==> src/rtl/quiz_pkg.sv <==
// Shared types and encodings for the arithmetic quiz round sequencer.
package quiz_pkg;

  typedef enum logic [2:0] {
    IDLE    = 3'd0,
    GEN     = 3'd1,
    CALC    = 3'd2,
    ASK     = 3'd3,
    REWARD  = 3'd4,
    PENALTY = 3'd5
  } state_t;

  localparam logic [1:0] OP_ADD = 2'd0;
  localparam logic [1:0] OP_SUB = 2'd1;
  localparam logic [1:0] OP_MUL = 2'd2;
  localparam logic [1:0] OP_DIV = 2'd3;

  localparam logic [1:0] MOTOR_STOP = 2'b00;
  localparam logic [1:0] MOTOR_FWD  = 2'b01;
  localparam logic [1:0] MOTOR_REV  = 2'b10;

  localparam logic [15:0] LFSR_MASK = 16'hB400;

  // Map a raw nibble onto a decimal digit: 10..15 fold down to 4..9.
  function automatic logic [3:0] fold_digit(input logic [3:0] v);
    return (v > 4'd9) ? (v - 4'd6) : v;
  endfunction

endpackage

==> src/rtl/quiz_lfsr16.sv <==
// Free-running 16-bit Galois LFSR used as the question source.
module quiz_lfsr16
  import quiz_pkg::*;
(
  input  logic        clk,
  input  logic        reset,
  input  logic [15:0] seed,
  output logic [15:0] q
);

  logic [15:0] r_lfsr;

  // Load the seed in reset, otherwise shift right and fold in the taps
  always_ff @(posedge clk) begin
    if (reset) begin
      r_lfsr <= seed;
    end else if (r_lfsr[0]) begin
      r_lfsr <= (r_lfsr >> 1) ^ LFSR_MASK;
    end else begin
      r_lfsr <= r_lfsr >> 1;
    end
  end

  assign q = r_lfsr;

endmodule

==> src/rtl/quiz_round_ctrl.sv <==
// Quiz round sequencer: question generation, answer/timeout handling,
// saturating score and timed motor reward/penalty pulse.
//
// state   | meaning
// IDLE    | waiting for a start-button edge
// GEN     | latch operands and operator from the LFSR
// CALC    | compute the expected result
// ASK     | question shown, waiting for an armed answer or timeout
// REWARD  | motor forward for MOTOR_CYCLES, score already incremented
// PENALTY | motor reverse for MOTOR_CYCLES, score already decremented
module quiz_round_ctrl
  import quiz_pkg::*;
#(
  parameter int unsigned TIMEOUT_CYCLES = 50_000_000,
  parameter int unsigned MOTOR_CYCLES   = 25_000_000,
  parameter int unsigned MAX_POINTS     = 9,
  parameter logic [15:0] LFSR_SEED      = 16'hACE1
) (
  input  logic       clk,
  input  logic       reset,
  input  logic       start_i,
  input  logic [3:0] answer_i,
  output logic [3:0] num1_o,
  output logic [3:0] num2_o,
  output logic [1:0] op_o,
  output logic [6:0] result_o,
  output logic       q_valid_o,
  output logic [3:0] point_o,
  output logic [1:0] motor_o,
  output logic       timeout_o,
  output logic       game_over_o
);

  localparam int TW = (TIMEOUT_CYCLES > 1) ? $clog2(TIMEOUT_CYCLES) : 1;
  localparam int MW = (MOTOR_CYCLES > 1) ? $clog2(MOTOR_CYCLES) : 1;
  localparam logic [TW-1:0] TO_LAST = TW'(TIMEOUT_CYCLES - 1);
  localparam logic [MW-1:0] MO_LAST = MW'(MOTOR_CYCLES - 1);
  localparam logic [3:0]    PT_MAX  = 4'(MAX_POINTS);

  state_t        r_state;
  state_t        w_state_nxt;
  logic [15:0]   w_lfsr;
  logic          w_unused_lfsr;
  logic          r_start_q;
  logic          w_start_edge;

  logic [3:0]    w_a;
  logic [3:0]    w_b;
  logic [1:0]    w_op;
  logic [3:0]    w_hi;
  logic [3:0]    w_lo;

  logic [3:0]    r_num1;
  logic [3:0]    r_num2;
  logic [1:0]    r_op;
  logic [6:0]    r_result;
  logic [6:0]    w_n1x;
  logic [6:0]    w_n2x;
  logic [6:0]    w_result;

  logic [TW-1:0] r_to_cnt;
  logic          r_armed;
  logic [MW-1:0] r_mo_cnt;
  logic [3:0]    w_op_onehot;

  logic [3:0]    r_point;
  logic [3:0]    w_point_nxt;
  logic [3:0]    w_point_inc;
  logic [3:0]    w_point_dec;
  logic          r_game_over;
  logic [1:0]    r_motor;
  logic [1:0]    w_motor_nxt;
  logic          r_timeout;
  logic          w_timeout_hit;

  quiz_lfsr16 u_lfsr (
    .clk   (clk),
    .reset (reset),
    .seed  (LFSR_SEED),
    .q     (w_lfsr)
  );

  // Only the low ten LFSR bits feed the question.
  assign w_unused_lfsr = ^w_lfsr[15:10];

  assign w_start_edge = start_i & ~r_start_q;
  assign w_a          = fold_digit(w_lfsr[3:0]);
  assign w_b          = fold_digit(w_lfsr[7:4]);
  assign w_op         = w_lfsr[9:8];
  assign w_n1x        = {3'b000, r_num1};
  assign w_n2x        = {3'b000, r_num2};
  assign w_op_onehot  = 4'b0001 << r_op;
  assign w_point_inc  = (r_point >= PT_MAX) ? PT_MAX : (r_point + 4'd1);
  assign w_point_dec  = (r_point == 4'd0) ? 4'd0 : (r_point - 4'd1);

  // Order the operands larger-first and keep division away from zero
  always_comb begin
    w_hi = w_a;
    w_lo = w_b;
    if (w_b > w_a) begin
      w_hi = w_b;
      w_lo = w_a;
    end
    if ((w_op == OP_DIV) && (w_lo == 4'd0)) begin
      w_lo = 4'd1;
    end
  end

  // Expected result from the latched question; SUB cannot go negative
  always_comb begin
    w_result = 7'd0;
    case (r_op)
      OP_ADD:  w_result = w_n1x + w_n2x;
      OP_SUB:  w_result = w_n1x - w_n2x;
      OP_MUL:  w_result = w_n1x * w_n2x;
      default: w_result = (r_num2 == 4'd0) ? 7'd0 : (w_n1x / w_n2x);
    endcase
  end

  // Next state, next score, motor code and timeout pulse
  always_comb begin
    w_state_nxt   = r_state;
    w_point_nxt   = r_point;
    w_timeout_hit = 1'b0;
    w_motor_nxt   = MOTOR_STOP;
    case (r_state)
      IDLE: begin
        if (w_start_edge) begin
          w_state_nxt = GEN;
          if (r_game_over) begin
            w_point_nxt = 4'd0;
          end
        end
      end
      GEN:  w_state_nxt = CALC;
      CALC: w_state_nxt = ASK;
      ASK: begin
        // An accepted answer takes priority over an expiring timer.
        if (r_armed && (answer_i != 4'd0)) begin
          if (answer_i == w_op_onehot) begin
            w_state_nxt = REWARD;
            w_point_nxt = w_point_inc;
          end else begin
            w_state_nxt = PENALTY;
            w_point_nxt = w_point_dec;
          end
        end else if (r_to_cnt == TO_LAST) begin
          w_state_nxt   = PENALTY;
          w_point_nxt   = w_point_dec;
          w_timeout_hit = 1'b1;
        end
      end
      REWARD, PENALTY: begin
        if (r_mo_cnt == MO_LAST) begin
          w_state_nxt = IDLE;
        end
      end
      default: w_state_nxt = IDLE;
    endcase
    if (w_state_nxt == REWARD) begin
      w_motor_nxt = MOTOR_FWD;
    end else if (w_state_nxt == PENALTY) begin
      w_motor_nxt = MOTOR_REV;
    end
  end

  // State register
  always_ff @(posedge clk) begin
    if (reset) begin
      r_state <= IDLE;
    end else begin
      r_state <= w_state_nxt;
    end
  end

  // Previous start-button level for edge detection
  always_ff @(posedge clk) begin
    if (reset) begin
      r_start_q <= 1'b0;
    end else begin
      r_start_q <= start_i;
    end
  end

  // Question registers: operands in GEN, result in CALC, held otherwise
  always_ff @(posedge clk) begin
    if (reset) begin
      r_num1   <= 4'd0;
      r_num2   <= 4'd0;
      r_op     <= OP_ADD;
      r_result <= 7'd0;
    end else begin
      if (r_state == GEN) begin
        r_num1 <= w_hi;
        r_num2 <= w_lo;
        r_op   <= w_op;
      end
      if (r_state == CALC) begin
        r_result <= w_result;
      end
    end
  end

  // ASK timer and arming; the first idle-switch cycle arms the answer
  always_ff @(posedge clk) begin
    if (reset || (r_state != ASK)) begin
      r_to_cnt <= '0;
      r_armed  <= 1'b0;
    end else begin
      r_to_cnt <= r_to_cnt + 1'b1;
      if (answer_i == 4'd0) begin
        r_armed <= 1'b1;
      end
    end
  end

  // Motor hold timer, counting cycles spent in REWARD or PENALTY
  always_ff @(posedge clk) begin
    if (reset || ((r_state != REWARD) && (r_state != PENALTY))) begin
      r_mo_cnt <= '0;
    end else begin
      r_mo_cnt <= r_mo_cnt + 1'b1;
    end
  end

  // Registered score, game-over flag, motor drive and timeout pulse
  always_ff @(posedge clk) begin
    if (reset) begin
      r_point     <= 4'd0;
      r_game_over <= 1'b0;
      r_motor     <= MOTOR_STOP;
      r_timeout   <= 1'b0;
    end else begin
      r_point     <= w_point_nxt;
      r_game_over <= (w_point_nxt == PT_MAX);
      r_motor     <= w_motor_nxt;
      r_timeout   <= w_timeout_hit;
    end
  end

  assign num1_o      = r_num1;
  assign num2_o      = r_num2;
  assign op_o        = r_op;
  assign result_o    = r_result;
  assign q_valid_o   = (r_state == ASK);
  assign point_o     = r_point;
  assign motor_o     = r_motor;
  assign timeout_o   = r_timeout;
  assign game_over_o = r_game_over;

endmodule
==> config.mk <==
export PLATFORM = sky130hd
export DESIGN_NAME = quiz_round_ctrl
export DESIGN_NICKNAME = d
export VERILOG_FILES = /design/src/rtl/quiz_pkg.sv /design/src/rtl/quiz_lfsr16.sv /design/src/rtl/quiz_round_ctrl.sv
export SDC_FILE = /design/constraint.sdc
export NUM_CORES = 1
export LEC_CHECK = 0
export CAP_MARGIN = 10
export CORE_MARGIN = 2
export CORE_UTILIZATION = 46
export CTS_BUF_LIST = sky130_fd_sc_hd__clkbuf_16
export DETAILED_ROUTE_END_ITERATION = 10
export PLACE_DENSITY_LB_ADDON = 0.1
export SLEW_MARGIN = 5
export SYNTH_ARGS = -nofsm -noshare
export SYNTH_HDL_FRONTEND = slang
export SYNTH_SLANG_ARGS = --single-unit
==> constraint.sdc <==
create_clock -name clk -period 5.9 [get_ports clk]
set_input_delay 1.18 -clock clk [delete_from_list [all_inputs] [get_ports clk]]
set_output_delay 1.18 -clock clk [all_outputs]
set_load 0.01 [all_outputs]
==> results of run 1 <==
## layout make-up
class                           count  area share [%]
Inverter                           36            1.87
Timing Repair Buffer               67            8.14
Tap cell                          172            2.98
Clock inverter                      7            1.30
Sequential cell                    97            27.1
Clock buffer                        9            3.12
Multi-Input combinational cell    566            55.5
## critical path, stage by stage, from the launching register on
cell and delay [ps]:
dfxtp_4 350, inv_2 40, ha_4 250, o211a_1 220, a211oi_2 230, mux2_4 350, ha_4 240, o211ai_1 130
a21boi_2 110, nor2_2 190, buf_6 140, buf_4 100, mux2_2 380, ha_4 310, a21oi_4 70, o21ai_4 110
mux2_2 390, ha_1 240, or3_4 400, a21oi_4 190, o211ai_4 110, buf_4 170, buf_4 130, o21a_1 170
ha_1 300, a211oi_2 220, o211a_1 170, a21oi_1 60
## flip-flops by register name, indices dropped and copies added, names as in the netlist
register	flops
r_to_cnt	26
point_o	4
r_armed	1
r_mo_cnt	25
timeout_o	1
num1_o	4
r_state	3
game_over_o	1
op_o	2
r_start_q	1
result_o	7
motor_o	2
u_lfsr.q	16
num2_o	4
## routing by layer
layer	GRT usage, %	wire, µm
met3	4.84	455
met5	0	0
met2	35.3	6860
met4	8.13	358
met1	25.9	6360
## repair_timing
action                                  CTS  global route
hold buffers                              0             0
cloned                                    0             0
endpoints found under the setup margin    1             1
gates resized for setup                   6            10
pin swaps                                 9            14
setup buffers                            16             4
## power by group through the flow
stage                     clock network, W  logic [W]  registers [W]
final                             0.000631    0.00155       0.000697
after global routing              0.000677    0.00169       0.000701
after CTS                         0.000649    0.00136       0.000698
after detailed placement                 0    0.00115       0.000713
after global placement                   0    0.00113       0.000712
after floorplan                          0   0.000876       0.000710
## metrics by stage
step | std cells | hold slack, ps
floorplan | 721 | 389
global placement | 918 | 400
detailed placement | 918 | 417
CTS | 950 | 435
global route | 954 | 464
finish | 954 | 429
## synth_stat cells, drive strengths merged (10+ instances only)
cell	count
nor2	111
nor3	15
xnor2	19
nor2b	13
nand3	30
and3	13
ha	52
inv	36
a211oi	12
dfxtp	97
clkbuf	20
xor2	38
nand4	11
nand2	46
o21ai	26
a21oi	41
or2	10
## how the worst max path moves through the flow
| stage | end | depth (start not counted) | from | slack [ps] |
|---|---|---|---|---|
| final | result_o[0] | 27 | num2_o[0] | 10 |
| after global routing | result_o[0] | 32 | num2_o[0] | -290 |
| after CTS | result_o[0] | 32 | num2_o[0] | -50 |
| after detailed placement | result_o[0] | 31 | num2_o[0] | -220 |
| after global placement | result_o[0] | 31 | num2_o[0] | 50 |
| after floorplan | result_o[0] | 31 | num2_o[0] | 20 |
## cell families (layout without fill, tap and decap cells)
family | after synthesis | count (layout) | synth area share (%)
other | 1 | 3 | 0.0629
muxes | 15 | 15 | 2.64
and+or+nand+nor | 298 | 298 | 24.7
AOI/OAI and AO/OA | 135 | 135 | 15.0
adders and majority gates | 58 | 58 | 12.9
xor gates and xnor gates | 57 | 57 | 8.37
DFF | 97 | 97 | 32.6
buffers and inverters | 58 | 119 | 3.67
==> impl_metrics.tcl, run 1 <==
set metrics [dict create \
    ys_types 67 \
    ys_ff_latch 97 \
    root_buffer "clkbuf_16" \
    reg2reg_depth 27 \
    synth-main-ff-cell "dfxtp_1" \
    layout-drive-gt1-share_pct 12.8 \
    synthArstFlopShare_pct 0 \
    final_common_cell "nor2_1" \
    holdPathStages 1 \
    internal_power_w 0.00183 \
    cts.path.max_buffers 2 \
    route.vias.total 5176 \
    slew_viol_final 0 \
    synth-edff-count 0 \
    antenna_found_initial 0 \
    finalHoldViolCount 0 \
    gr-usage-all-layers_pct 20.9 \
    grt-ovfl-total 0 \
    p_switching_w 0.00105 \
    max_cap_viol_count 0 \
    power.total_w 0.00288 \
    avgSynthCellArea_um2 8.30 \
    cp.required_ps 6130 \
    synth_warnings 0 \
    drt_iter0_markers 271 \
    ant_nets 0 \
    design_area_mm2 0.00721 \
    place_ws_ps -219 \
    seqCellArea_mm2 0.00195 \
    p_comb_share_pct 53.9 \
    place_area_mm2 0.00664 \
    path_class "reg -> reg" \
    p_seq_share_pct 24.2 \
    holdPathEnd "u_lfsr.q[11]" \
    fin_tns_setup_ps 0 \
    cp_max_fo 6 \
    worst_slack_ps 12.1 \
    grt_pass1_wl_mm 24.1 \
    yosysSeqAreaShare_pct 32.6 \
    gp_congestion 0.933 \
    die_w_um 118 \
    numClockSinks 97 \
    slew_headroom_pct 32.9 \
    core-area_mm2 0.0126 \
    ios 33 \
    fin_crit_sh_pct 99.8 \
    diodes 0 \
    drc 0 \
    final.setup_skew_ps 5.92 \
    routed_via_density 5.43 \
    status "complete, no violations" \
    ff2ff_setup_slack_ps 10 \
    nets 842 \
    r2r_start "num2_o[0]" \
    p_clk_share_pct 21.9 \
    cts.clk_slew.worst_paths_ps 70 \
    regToRegEndpoint "result_o[0]" \
    startpoint_type "flip-flop" \
    die_y_um 118 \
    fin_crit_ps 5890 \
    synth_top_area_share_pct 32.6 \
    cts_tree "built" \
    worst_ir_drop_vdd_uv 458 \
    areaGrowthSynthToFinish_pct 20.9 \
    hold_class "reg -> reg" \
    grt_max_degree 32 \
    num_rows 41 \
    leakage_nw 2.77 \
    syn_area_mm2 0.00596 \
    finalSetupViolCount 0 \
    crit_arrival_ps 6120 \
    grt_pass1_vias 5069 \
    tightest_slew_ps 1000 \
    cts_buffers 9 \
    most-common-layout-cells "nor2_1, dfxtp_1, nand2_1, ha_1, xor2_1" \
    dr.pass1.iters 4 \
    fmax_mhz 170 \
    dp_hpwl_mm 10.1 \
    syn_inst 719 \
    post-route-util_pct 57.1 \
    p_sw_share_pct 36.4 \
    multi_input_area_mm2 0.00400 \
    routed_wl_mm 14.0 \
    synthTopCellsByArea "dfxtp_1, ha_1, nor2_1" \
    clk_latency_ps 350 \
    synth_top_area_cell "dfxtp_1" \
    wl_per_cell_um 14.7 \
    end_kind "flip-flop" \
    start_util_pct 47.3 \
    power.density_mw_per_mm2 399 \
    io_buffer_count 32 \
    fillers 1188 \
    hp-start "u_lfsr.q[12]" \
    die_area_mm2 0.0139 \
    cts_htree_levels 3 \
    rsz0062_at_grt "true" \
]
No activity file was read; power rests on OpenSTA's default activity.
==> inputs of run 2 (changes only) <==
--- a/config.mk
+++ b/config.mk
@@ -9,6 +9,7 @@
 export CORE_MARGIN = 2
 export CORE_UTILIZATION = 46
 export CTS_BUF_LIST = sky130_fd_sc_hd__clkbuf_16
+export CTS_CLUSTER_SIZE = 14
 export DETAILED_ROUTE_END_ITERATION = 10
 export PLACE_DENSITY_LB_ADDON = 0.1
 export SLEW_MARGIN = 5
==> results of run 2 <==
Final layout, timing and power as in run 1 (identical DEF).
